--- config.mk ---
export PLATFORM = sky130hd
export DESIGN_NAME = layer_seq_ctrl
export DESIGN_NICKNAME = d
export VERILOG_FILES = /design/src/rtl/cnn_ctrl_pkg.sv /design/src/rtl/layer_seq_cnt.sv /design/src/rtl/layer_seq_ctrl.sv
export SDC_FILE = /design/constraint.sdc
export NUM_CORES = 1
export LEC_CHECK = 0
export ABC_AREA = 1
export ABC_CLOCK_PERIOD_IN_PS = 2040
export BUFFER_PORTS_ARGS = -buffer_cell sky130_fd_sc_hd__clkbuf_2
export CAP_MARGIN = 25
export CORE_ASPECT_RATIO = 2
export CORE_MARGIN = 2
export CORE_UTILIZATION = 29
export CTS_CLUSTER_DIAMETER = 30
export CTS_CLUSTER_SIZE = 10
export DETAILED_ROUTE_END_ITERATION = 8
export GPL_TIMING_DRIVEN = 1
export PLACE_DENSITY = 0.5
export SYNTH_ARGS = -nofsm -noshare
export SYNTH_HDL_FRONTEND = slang
export SYNTH_SLANG_ARGS = --single-unit
--- constraint.sdc ---
create_clock -name clk_i -period 2.04 [get_ports clk_i]
set_input_delay 0.306 -clock clk_i [delete_from_list [all_inputs] [get_ports clk_i]]
set_output_delay 0.306 -clock clk_i [all_outputs]
set_load 0.1 [all_outputs]
--- src/rtl/cnn_ctrl_pkg.sv ---
// Shared definitions for the CNN layer sequencer.
// Holds the sequencer state enum, the layer codes driven on the layer port,
// and the memory-select encoding for the three bank groups.
package cnn_ctrl_pkg;

    typedef enum logic [2:0] {
        StIdle,
        StL0,
        StL1,
        StL2,
        StFin
    } seq_state_e;

    localparam logic [1:0] LayerConv = 2'd0;
    localparam logic [1:0] LayerPool = 2'd1;
    localparam logic [1:0] LayerFlat = 2'd2;

    typedef enum logic [1:0] {
        BankL0,   // conv output maps, one per kernel
        BankL1,   // pooled maps, one per kernel
        BankFlat  // single flattened vector
    } csel_bank_e;

    // csel 0 is reserved for "no memory selected".
    function automatic int unsigned csel_enc(input csel_bank_e  bank,
                                             input int unsigned ker,
                                             input int unsigned num_ker);
        int unsigned sel;
        case (bank)
            BankL0:   sel = 1 + ker;
            BankL1:   sel = 1 + num_ker + ker;
            BankFlat: sel = 2 * num_ker + 1;
            default:  sel = 0;
        endcase
        return sel;
    endfunction

endpackage

--- src/rtl/layer_seq_cnt.sv ---
// Kernel / tap / output-pixel counter chain for layer_seq_ctrl.
// Ports:
//   clk_i, reset_i  - clock, synchronous active-high reset
//   ker_step_i      - advance the kernel index alone (conv layer)
//   tap_en_i        - run the tap -> kernel -> pixel chain (pool/flatten)
//   ker_max_i       - last kernel index
//   tap_max_i       - last tap value of the current layer
//   pix_max_i       - last output pixel index
//   ker_o, tap_o    - current kernel index and tap phase
//   ker_last_o      - kernel index is at ker_max_i
//   pix_done_o      - final cycle of the final pixel of the layer
//   pix_adv_o       - registered pulse, high the cycle after the pixel index advanced
module layer_seq_cnt #(
    parameter int unsigned KER_W = 1,
    parameter int unsigned TAP_W = 3,
    parameter int unsigned PIX_W = 2
) (
    input  logic             clk_i,
    input  logic             reset_i,
    input  logic             ker_step_i,
    input  logic             tap_en_i,
    input  logic [KER_W-1:0] ker_max_i,
    input  logic [TAP_W-1:0] tap_max_i,
    input  logic [PIX_W-1:0] pix_max_i,
    output logic [KER_W-1:0] ker_o,
    output logic [TAP_W-1:0] tap_o,
    output logic             ker_last_o,
    output logic             pix_done_o,
    output logic             pix_adv_o
);

    logic [KER_W-1:0] ker_q, ker_d;
    logic [TAP_W-1:0] tap_q, tap_d;
    logic [PIX_W-1:0] pix_q, pix_d;
    logic             pix_adv_q, pix_adv_d;
    logic             tap_last, ker_last, pix_last;

    assign tap_last = (tap_q == tap_max_i);
    assign ker_last = (ker_q == ker_max_i);
    assign pix_last = (pix_q == pix_max_i);

    always_comb begin
        ker_d     = ker_q;
        tap_d     = tap_q;
        pix_d     = pix_q;
        pix_adv_d = 1'b0;
        if (tap_en_i) begin
            if (tap_last) begin
                tap_d = '0;
                if (ker_last) begin
                    ker_d     = '0;
                    pix_d     = pix_last ? '0 : pix_q + PIX_W'(1);
                    pix_adv_d = 1'b1;
                end else begin
                    ker_d = ker_q + KER_W'(1);
                end
            end else begin
                tap_d = tap_q + TAP_W'(1);
            end
        end else if (ker_step_i) begin
            ker_d = ker_last ? '0 : ker_q + KER_W'(1);
        end
    end

    always_ff @(posedge clk_i) begin
        if (reset_i) begin
            ker_q     <= '0;
            tap_q     <= '0;
            pix_q     <= '0;
            pix_adv_q <= 1'b0;
        end else begin
            ker_q     <= ker_d;
            tap_q     <= tap_d;
            pix_q     <= pix_d;
            pix_adv_q <= pix_adv_d;
        end
    end

    assign ker_o      = ker_q;
    assign tap_o      = tap_q;
    assign ker_last_o = ker_last;
    assign pix_done_o = tap_en_i & tap_last & ker_last & pix_last;
    assign pix_adv_o  = pix_adv_q;

endmodule

--- src/rtl/layer_seq_ctrl.sv ---
// CNN layer sequencer: conv (L0) -> max-pool (L1) -> optional flatten (L2).
// Ports:
//   clk_i, reset_i        - clock, synchronous active-high reset
//   ready_i               - start request, honoured only when idle
//   busy_o                - high from accepted start until the finish cycle ends
//   pix_valid_i           - conv datapath result valid (write strobe in L0)
//   map_done_i            - last conv pixel of the current kernel
//   crd_o, cwr_o, csel_o  - memory read/write strobes and bank select
//   ker_o, layer_o, tap_o - kernel index, layer code, pool/flatten phase
//   pix_adv_o             - pulse after the output pixel index advanced
module layer_seq_ctrl
    import cnn_ctrl_pkg::*;
#(
    parameter int unsigned IMG_W   = 64,
    parameter int unsigned NUM_KER = 2,
    parameter int unsigned POOL    = 2,
    parameter int unsigned FLAT_EN = 1,
    localparam int unsigned CSEL_W = $clog2(2 * NUM_KER + 2),
    localparam int unsigned KER_W  = (NUM_KER > 1) ? $clog2(NUM_KER) : 1,
    localparam int unsigned TAP_W  = $clog2(POOL * POOL + 1)
) (
    input  logic              clk_i,
    input  logic              reset_i,
    input  logic              ready_i,
    output logic              busy_o,
    input  logic              pix_valid_i,
    input  logic              map_done_i,
    output logic              crd_o,
    output logic              cwr_o,
    output logic [CSEL_W-1:0] csel_o,
    output logic [KER_W-1:0]  ker_o,
    output logic [1:0]        layer_o,
    output logic [TAP_W-1:0]  tap_o,
    output logic              pix_adv_o
);

    localparam int unsigned PP      = POOL * POOL;
    localparam int unsigned OUT_PIX = (IMG_W / POOL) * (IMG_W / POOL);
    localparam int unsigned PIX_W   = (OUT_PIX > 1) ? $clog2(OUT_PIX) : 1;

    seq_state_e       state_q;
    logic             busy_q;
    logic             ker_step, tap_en;
    logic [TAP_W-1:0] tap_max;
    logic             ker_last, pix_done;
    logic [KER_W-1:0] ker;
    logic [TAP_W-1:0] tap;

    // Pooling reads PP taps then writes once; flatten reads once then writes.
    always_comb begin
        ker_step = 1'b0;
        tap_en   = 1'b0;
        tap_max  = TAP_W'(PP);
        case (state_q)
            StL0: ker_step = map_done_i;
            StL1: tap_en = 1'b1;
            StL2: begin
                tap_en  = 1'b1;
                tap_max = TAP_W'(1);
            end
            default: ;
        endcase
    end

    layer_seq_cnt #(
        .KER_W(KER_W),
        .TAP_W(TAP_W),
        .PIX_W(PIX_W)
    ) u_cnt (
        .clk_i     (clk_i),
        .reset_i   (reset_i),
        .ker_step_i(ker_step),
        .tap_en_i  (tap_en),
        .ker_max_i (KER_W'(NUM_KER - 1)),
        .tap_max_i (tap_max),
        .pix_max_i (PIX_W'(OUT_PIX - 1)),
        .ker_o     (ker),
        .tap_o     (tap),
        .ker_last_o(ker_last),
        .pix_done_o(pix_done),
        .pix_adv_o (pix_adv_o)
    );

    always_ff @(posedge clk_i) begin
        if (reset_i) begin
            state_q <= StIdle;
            busy_q  <= 1'b0;
        end else begin
            case (state_q)
                StIdle: begin
                    if (ready_i) begin
                        state_q <= StL0;
                        busy_q  <= 1'b1;
                    end
                end
                StL0: if (map_done_i && ker_last) state_q <= StL1;
                StL1: if (pix_done) state_q <= (FLAT_EN != 0) ? StL2 : StFin;
                StL2: if (pix_done) state_q <= StFin;
                StFin: begin
                    state_q <= StIdle;
                    busy_q  <= 1'b0;
                end
                default: state_q <= StIdle;
            endcase
        end
    end

    // Strobes decode from the current state and counters so they line up
    // with the ker/tap values visible in the same cycle.
    always_comb begin
        layer_o = LayerConv;
        crd_o   = 1'b0;
        cwr_o   = 1'b0;
        csel_o  = '0;
        case (state_q)
            StL0: begin
                cwr_o  = pix_valid_i;
                csel_o = CSEL_W'(csel_enc(BankL0, 32'(ker), NUM_KER));
            end
            StL1: begin
                layer_o = LayerPool;
                if (tap == TAP_W'(PP)) begin
                    cwr_o  = 1'b1;
                    csel_o = CSEL_W'(csel_enc(BankL1, 32'(ker), NUM_KER));
                end else begin
                    crd_o  = 1'b1;
                    csel_o = CSEL_W'(csel_enc(BankL0, 32'(ker), NUM_KER));
                end
            end
            StL2: begin
                layer_o = LayerFlat;
                if (tap == '0) begin
                    crd_o  = 1'b1;
                    csel_o = CSEL_W'(csel_enc(BankL1, 32'(ker), NUM_KER));
                end else begin
                    cwr_o  = 1'b1;
                    csel_o = CSEL_W'(csel_enc(BankFlat, 32'(ker), NUM_KER));
                end
            end
            default: ;
        endcase
    end

    assign busy_o = busy_q;
    assign ker_o  = ker;
    assign tap_o  = tap;

endmodule
# Yosys cells after proc, flatten, opt, wreduce, memory -nomap -nowiden
# Cells that the tools add are included.
word_totals:
  regBits: 19
  input_bits: 5
  out_inout_bits: 13
  word_cells: 66
classes:
  add_sub_neg: 5
  n_eq_ne: 12
  mux: 27
  bitwise_logic: 5
  n_reduce_logical: 11
ops:
  columns: ["operator", "count"]
  rows:
  - ["two-way mux 3 bit", 8]
  - ["two-way mux 1 bit", 12]
  - ["case mux 3 bit (4 select lines)", 1]
  - ["adder 10 x 1 -> 10 bit (second input constant)", 1]
  - ["== test 10 bit (second input constant)", 1]
  - ["two-way mux 10 bit", 1]
  - ["!= test 2 bit (second input constant)", 5]
  - ["case mux 3 bit (3 select lines)", 1]
  - ["== test 3 x 2 -> 1 bit (second input constant)", 2]
  - ["== test 3 bit (second input constant)", 2]
  - ["logical NOT 3 bit", 2]
  - ["case mux 1 bit (2 select lines)", 2]
  - ["case mux 2 bit (2 select lines)", 1]
  - ["AND reduction 2 bit", 2]
  - ["AND reduction 4 bit", 1]
  - ["nonzero test 2 bit", 2]
  - ["adder 2 x 1 -> 3 bit (first input constant)", 1]
  - ["adder 3 x 1 -> 3 bit (second input constant)", 1]
  - ["bitwise AND 1 bit", 3]
  - ["== test 3 x 1 -> 1 bit (second input constant)", 1]
  - ["== test 3 bit", 1]
  - ["case mux 1 bit (3 select lines)", 1]
  - ["AND reduction 3 bit", 1]
  - ["OR reduction 3 bit", 1]
  - ["5 further kinds", 6]

# Logic depth before layout (Yosys ltp)
# Gate-level depths: netlist of run 1.
depth:
  depth_word: 8
  mapped_depth: 11
  ltp_nobuf: 11

# Modules after synthesis
# A second synthesis of run 1 with hierarchy kept.
hier_totals:
  hier_cells: 220
  hier_area_um2: 1397.6
by_module_without_submodules:
  columns: ["module", "instances", "cells_per_inst", "area_per_inst_um2", "seq_area_each_um2"]
  rows:
  - ["layer_seq_cnt", 1, 159, 1024.7, 300.3]
  - ["layer_seq_ctrl", 1, 61, 372.9, 80.1]

# Worst setup path before layout of run 1
# No wires, ideal clock.
synth_timing:
  path_kind: "register to output"
  from: "register u_cnt.tap_q[0], in the netlist u_cnt.tap_o[0]"
  to: "output port csel_o[2]"
  arrival_ns: 3.811
  required_ns: 1.734
  setup_slack_ns: -2.077
  path_stages_with_launch: 7
  n_path_buf: 0
  cell_sequence: "dfxtp_1 inv_1 ha_1 inv_1 or2_2 nor2_1 o21ai_0"
synth_via:
  elab_chain_len: 3
  elab_cells_between_ends: 5
  cone_classes: "eq/ne (1); mux (3); reduce/logical (1)"
synth_lines:
  columns: ["element", "line_no", "source"]
  rows:
  - ["start, declared", "layer_seq_cnt.sv:33", "logic [TAP_W-1:0] tap_q, tap_d;"]
  - ["start signal, assigned", "layer_seq_cnt.sv:73", "tap_q <= tap_d;"]
  - ["== test 3 bit or logical NOT 3 bit (tied branches)", "layer_seq_ctrl.sv:122, layer_seq_ctrl.sv:132", null]
  - ["two-way mux 3 bit, on equally long branches", "layer_seq_ctrl.sv:122, layer_seq_ctrl.sv:132", null]
  - ["case mux 3 bit (3 select lines) *", "layer_seq_ctrl.sv:115", "case (state_q)"]
  - ["end, declared", "layer_seq_ctrl.sv:30", "output logic [CSEL_W-1:0] csel_o,"]
# Mark *: on every way between the ends. The rest lies on a longest branch, timed or not.

# Worst setup path after layout of run 1
layout_timing:
  from: "register u_cnt.tap_q[0], in the netlist u_cnt.tap_o[0]"
  to: "output port csel_o[1]"
# The elaborated chain is that of the path after synthesis.

==> results of run 1 <==
==> layout by cell type, fill, tap and decap left out, types with 4 or more instances in the layout <==
| master | netlist | routed |
|---|---|---|
| nand2_1 | 47 | 45 |
| nor2_1 | 19 | 18 |
| inv_1 | 22 | 16 |
| a21oi_1 | 16 | 16 |
| dfxtp_1 | 19 | 13 |
| clkbuf_2 | 0 | 12 |
| nand3_1 | 11 | 10 |
| nand4_1 | 7 | 7 |
| inv_2 | 3 | 6 |
| ha_1 | 6 | 5 |
| dfxtp_4 | 0 | 5 |
| nand2_2 | 2 | 4 |
| nor3_1 | 4 | 4 |
| clkbuf_8 | 0 | 4 |
==> metrics by stage <==
step	area, um^2	setup WS (ns)	setup TNS, ns	std cells	utilization (%)
global route	1500	0.00654	0	248	39.0
finish	1500	0.0963	0	248	39.0
detailed placement	1430	0.197	0	244	37.1
CTS	1490	0.0162	0	248	38.6
floorplan	1250	-0.551	-0.986	177	-
global placement	1430	0.224	0	244	37.1
==> power by group through the flow <==
stage,Combinational (W),Sequential [W],Clock [W]
4_1_cts,0.000995,0.000492,0.000272
5_1_grt,0.00107,0.000501,0.000287
3_3_place_gp,0.000954,0.000498,0
2_1_floorplan,0.000641,0.000614,0
6_report,0.00101,0.000492,0.000258
3_5_place_dp,0.000964,0.000500,0
==> registers in the layout (all words and copies together) (netlist names) <==
signal and count:
u_cnt.pix_q 10, busy_o 1, u_cnt.pix_adv_o 1, u_cnt.ker_o 1
state_q 3, u_cnt.tap_o 3
==> cell usage after synthesis (all sizes together) <==
library cell / number / area share, %
nand2: 49 / 16
inv: 25 / 8.0
nor2: 21 / 8.8
dfxtp: 19 / 33
a21oi: 16 / 6.8
nand3: 12 / 5.6
nand4: 7 / 3.7
ha: 6 / 6.4
o21ai: 5 / 2.1
nor3: 4 / 1.7
buf: 2 / 1.3
nand3b: 2 / 1.3
o211ai: 2 / 1.3
or2: 2 / 1.1
a211oi: 1 / 0.64
a31oi: 1 / 0.54
o22ai: 1 / 0.54
xnor2: 1 / 0.75
xor2: 1 / 0.75
==> how the worst max path moves through the flow <==
stage | depth (start not counted) | startpoint | to | slack [ns]
after floorplan | 2 | u_cnt.ker_o | csel_o[1] | -0.55
after global placement | 7 | u_cnt.tap_o[0] | csel_o[0] | 0.22
after detailed placement | 7 | u_cnt.tap_o[0] | csel_o[0] | 0.20
after CTS | 8 | u_cnt.tap_o[0] | csel_o[1] | 0.02
after global routing | 8 | u_cnt.tap_o[0] | csel_o[1] | 0.007
final | 8 | u_cnt.tap_o[0] | csel_o[1] | 0.1
==> cell families (layout without fill, tap and decap cells) <==
| group | count (synthesis) | after routing | synth area share, % |
|---|---|---|---|
| AO/OA/AOI/OAI | 26 | 26 | 12.0 |
| XOR/XNOR | 2 | 2 | 1.50 |
| adder cells (fa/ha/maj) | 6 | 6 | 6.42 |
| buffers and inverters | 27 | 47 | 9.30 |
| flip-flops | 19 | 19 | 32.5 |
| AND/OR/NAND/NOR | 97 | 97 | 38.3 |
==> what timing repair did <==
action / in CTS / in global routing
endpoints found under the hold margin: 0 / 0
gates resized for setup: 4 / 4
setup endpoints to repair: 3 / 2
==> worst max-delay path, cell delays in order, from the launching register on <==
cell and delay, ns:
dfxtp_4 0.36, inv_4 0.07, ha_4 0.13, inv_1 0.04, or2_4 0.25, nor2_4 0.10, nand2_1 0.05, o211ai_1 0.12
clkbuf_16 0.25
==> area by class of cell <==
type	count	area [um^2]	area share, %
tap	51	63.8	4.26
clock buffer	3	41.3	2.76
inverter	25	104	6.93
sequential	19	400	26.7
clock inverter	1	5.00	0.334
multi-input combinational	131	742	49.5
timing repair buffer	18	141	9.44
==> per-layer routing <==
| layer | routed length (um) | share of wire [%] | vias up | track usage, % |
|---|---|---|---|---|
| met5 | 0 | 0 | - | 0 |
| met4 | 72 | 2.3 | 0 | 7.14 |
| met3 | 50 | 1.6 | 6 | 1.75 |
| met2 | 1840 | 60 | 16 | 31.1 |
| met1 | 1120 | 36 | 539 | 11.7 |
| li1 | - | - | 621 | - |
==> flow_metrics.py, run 1 <==
metrics = {
    "cts": {
        "clk_path_buf_depth": 2,
        "cts-root-buf": "clkbuf_8",
        "cts_tree": "done",
        "numClockSinks": 19,
        "clk_latency_ns": 0.26,
        "ctsHoldBuffers": 0,
        "cts_setup_buffers": 0,
        "clk_pin_slew_worst_paths_ns": 0.07,
        "h-tree-depth": 1,
        "cts_buffers": 3,
    },
    "synth": {
        "synth_seq_cells": 19,
        "yosysWarnings": 0,
        "synth_area_mm2": 0.00117,
        "synth_cells": 177,
        "avgSynthCellArea_um2": 6.61,
        "synth_seq_area_share_pct": 32.5,
        "syn-num-nets": 188,
        "synth_cell_types": 25,
    },
    "placement": {
        "io_buffers": 17,
        "hpwl_um": 2510,
        "gp_congestion": 0.856,
    },
    "min_path": {
        "worstHoldPathType": "in -> reg",
        "hold_path_end": "busy_o",
        "whs_path_depth": 3,
        "hold_start": "ready_i",
    },
    "pwr": {
        "p_comb_share_pct": 57.3,
        "p_seq_share_pct": 28.0,
        "clkPwrFrac_pct": 14.7,
        "total_power_w": 0.00176,
        "switching_share_pct": 53.7,
        "p_switching_w": 0.000943,
        "p_int_w": 0.000813,
        "power_density_mw_per_mm2": 1170,
        "leakage_nw": 0.642,
        "peakVddDrop_uv": 826,
    },
    "sta": {
        "hold_viol": 0,
        "fin_skew_ns": 0.00533,
        "timing.final.crit_share_pct": 95.3,
        "relSlewSlack_pct": 63.6,
        "slew_viol_final": 0,
        "timing.fmax_mhz": 514,
        "grt_setup_unrepaired": "false",
        "tightest_slew_ns": 0.549,
        "setup_viol": 0,
        "finalCriticalPeriod_ns": 1.94,
        "holdWs_ns": 0.363,
    },
    "routing": {
        "wl_um": 3080,
        "vias": 1182,
        "first_pass_iters": 4,
        "drt_iter0_drc": 19,
        "drc_errors": 0,
        "drt-wirelength-per-cell_um": 12.4,
        "ant_nets": 0,
        "via_per_inst": 4.77,
    },
    "cells_and_area": {
        "fin_nets": 209,
        "area_delta_synth_final_pct": 28.0,
        "antenna_cells": 0,
        "drive_gt1_share_pct": 26.4,
        "fillers": 433,
    },
    "worst_setup_path": {
        "regToRegSetupSlack_ns": 0.48,
        "path_max_fanout": 4,
        "crit_required_ns": 1.73,
        "rr_worst_depth": 10,
        "worstPathArrival_ns": 1.64,
        "timing.rr.start": "u_cnt.pix_q[1]",
        "end_kind": "output pin",
        "start_kind": "flop",
        "worstReg2RegEnd": "state_q[0]",
        "crit_type": "reg -> out",
    },
    "job": {
        "drv_cap": 0,
    },
    "floorplan": {
        "num_rows": 32,
        "die_area_mm2": 0.00459,
        "core-area_mm2": 0.00384,
        "die_x_um": 48.9,
        "initial_core_util_pct": 30.4,
        "die_h_um": 93.8,
        "pin_count": 18,
    },
    "global_routing": {
        "grt_usage_pct": 14.3,
        "grt_pass1_wl_um": 5000,
        "antenna_found_initial": 0,
        "grt_max_degree": 15,
        "grt_pass1_vias": 1118,
        "grt_overflow": 0,
    },
    "status": {
        "status": "complete, no violations",
    },
}
(Power assumes the default switching activity.)
==> run 2, diff against run 1 <==
ABC_CLOCK_PERIOD_IN_PS = 1700   (was 2040)
PLACE_DENSITY = default   (was 0.5)
PLACE_DENSITY_LB_ADDON = 0.15   (was default)
clock period = 1.7 ns   (was 2.04 ns; I/O delays follow)
==> run 2 against run 1 <==
Compared with the run above: the run now ends with negative setup slack left; cell count up 3.6%; power up 32%; register-to-register slack worse by 0.34 ns; critical endpoint unchanged; highest routed layer unchanged.
==> flow_metrics.py, run 2 (synthesized netlist as in run 1, its figures left out) <==
metrics = {
    "pwr": {
        "p_comb_share_pct": 60.6,
        "p_int_w": 0.00113,
        "p_seq_share_pct": 25.8,
        "leakage_nw": 0.701,
        "switching_share_pct": 51.4,
        "peakVddDrop_uv": 811,
        "p_switching_w": 0.00120,
        "power_density_mw_per_mm2": 1380,
        "clkPwrFrac_pct": 13.5,
    },
    "routing": {
        "ant_nets": 0,
        "vias": 1242,
        "drt_iter0_drc": 19,
        "first_pass_iters": 4,
        "via_per_inst": 4.83,
        "drc_errors": 0,
        "drt-wirelength-per-cell_um": 12.7,
        "wl_um": 3280,
    },
    "placement": {
        "hpwl_um": 2600,
        "placed_cells": 246,
        "io_buffers": 17,
        "gp_congestion": 0.855,
        "post-place-ws_ns": -0.0302,
        "placed_cell_area_mm2": 0.00150,
    },
    "sta": {
        "hold_viol": 0,
        "tightest_slew_ns": 0.543,
        "slew_viol_final": 0,
        "grt_setup_unrepaired": "true",
        "finalCriticalPeriod_ns": 1.87,
        "holdWs_ns": 0.318,
        "timing.fmax_mhz": 535,
        "fin_ws_ns": -0.170,
        "relSlewSlack_pct": 63.9,
        "timing.final.crit_share_pct": 110,
        "setup_viol": 4,
        "fin_skew_ns": 0.00740,
    },
    "cells_and_area": {
        "area_delta_synth_final_pct": 44.3,
        "fin_nets": 218,
        "fin_area_mm2": 0.00169,
        "layout_commonest_cell": "nand2_1",
        "multi_input_area_um2": 796,
        "antenna_cells": 0,
        "largest-register": "u_cnt.pix_q",
        "fillers": 415,
        "post-route-util_pct": 43.9,
        "regArea_um2": 404,
        "largest_reg_flops": 10,
        "drive_gt1_share_pct": 35.0,
        "final_cell_mix": "43 x nand2_1, 17 x nor2_1, 15 x a21oi_1",
        "final_cell_count_no_fill": 257,
    },
    "worst_setup_path": {
        "startpoint": "u_cnt.tap_o[0]",
        "rr_worst_depth": 10,
        "crit_type": "reg -> out",
        "path_max_fanout": 3,
        "worstSetupEndpoint": "csel_o[1]",
        "regToRegSetupSlack_ns": 0.14,
        "crit_family": "simple AND/OR/NAND/NOR gates",
        "worstPathArrival_ns": 1.62,
        "worstReg2RegEnd": "u_cnt.pix_q[1]",
        "cp.depth": 8,
        "cp_cell_sequence": "inv_4, ha_4, inv_2, or2_4, nor2_4, nand2_1, o211ai_1, buf_12",
        "crit_path_max_incr_delay_ns": 0.36,
        "cp.buffers_inverters": 3,
        "start_kind": "flop",
        "timing.rr.start": "state_q[2]",
        "crit_required_ns": 1.44,
        "crit_path_top_delay_cell": "dfxtp_4",
        "end_kind": "output pin",
    },
    "cts": {
        "cts_tree": "done",
        "ctsHoldBuffers": 0,
        "clk_latency_ns": 0.26,
        "h-tree-depth": 1,
        "numClockSinks": 19,
        "clk_path_buf_depth": 2,
        "cts_buffers": 3,
        "cts-root-buf": "clkbuf_8",
        "clk_pin_slew_worst_paths_ns": 0.08,
    },
    "floorplan": {
        "initial_core_util_pct": 30.4,
        "core-area_mm2": 0.00384,
        "die_h_um": 93.8,
        "pin_count": 18,
        "die_x_um": 48.9,
        "die_area_mm2": 0.00459,
        "num_rows": 32,
    },
    "global_routing": {
        "antenna_found_initial": 0,
        "grt_pass1_vias": 1300,
        "grt_overflow": 0,
        "grt_usage_pct": 15.4,
        "grt_max_degree": 15,
        "grt_pass1_wl_um": 5470,
    },
    "job": {
        "drv_cap": 0,
    },
    "status": {
        "failed_checks": "negative setup slack",
        "status": "finished with violations",
    },
    "min_path": {
        "worstHoldPathType": "in -> reg",
    },
}
[run 2: cell count changes in the layout (fill, tap and decap cells not counted), moves of 2 or more]
cell      change
buf_4         +7
buf_12        +4
buf_6         +2
clkbuf_2      -2
ha_1          -2
inv_1         -2
inv_4         +2
nand2_1       -2
o21ai_1       -2
o21ai_2       +2
[run 2: through the flow]
step | TNS [ns] | power, W
6_report | -0.440 | 0.00232
5_1_grt | -0.702 | 0.00243
4_1_cts | -0.533 | 0.00233
3_5_place_dp | -0.0302 | 0.00189
3_3_place_gp | 0 | 0.00188
2_1_floorplan | -2.20 | 0.00150
[run 2: routing by layer]
layer  track usage, %  wire, um
met1             12.7      1140
met2             32.6      1950
met3             1.91        74
met4             8.57       106
met5                0         0
[run 2: how the worst min path moves through the flow]
stage	to	depth (start not counted)	startpoint	slack [ns]
final	u_cnt.tap_o[0]	2	reset_i	0.32
after global routing	busy_o	3	ready_i	0.33
after CTS	u_cnt.ker_o	4	map_done_i	0.32
after detailed placement	busy_o	1	state_q[2]	0.48
after global placement	busy_o	1	state_q[2]	0.48
after floorplan	u_cnt.ker_o	3	map_done_i	0.45
[run 2: what timing repair did]
action                     in CTS  in global routing
gates cloned                    0                  0
resized for setup              17                  7
pin swaps                       6                  4
setup endpoints to repair       5                  6
setup buffers                   6                  1
[run 2: cell type report]
| class | count | area share [%] |
|---|---|---|
| multi-input cells | 131 | 47.1 |
| flip-flops and latches | 19 | 23.9 |
| repair buffers | 27 | 15.7 |
| inverters | 25 | 6.67 |
| well taps | 51 | 3.78 |
| clock buffers | 3 | 2.45 |
| clock inverters | 1 | 0.297 |
[run 2: power by group through the flow]
stage / sequential (W) / combinational, W / clock [W]
CTS: 0.000597 / 0.00140 / 0.000328
global placement: 0.000594 / 0.00128 / 0
global route: 0.000611 / 0.00148 / 0.000342
floorplan: 0.000735 / 0.000769 / 0
detailed placement: 0.000598 / 0.00130 / 0
finish: 0.000601 / 0.00141 / 0.000315
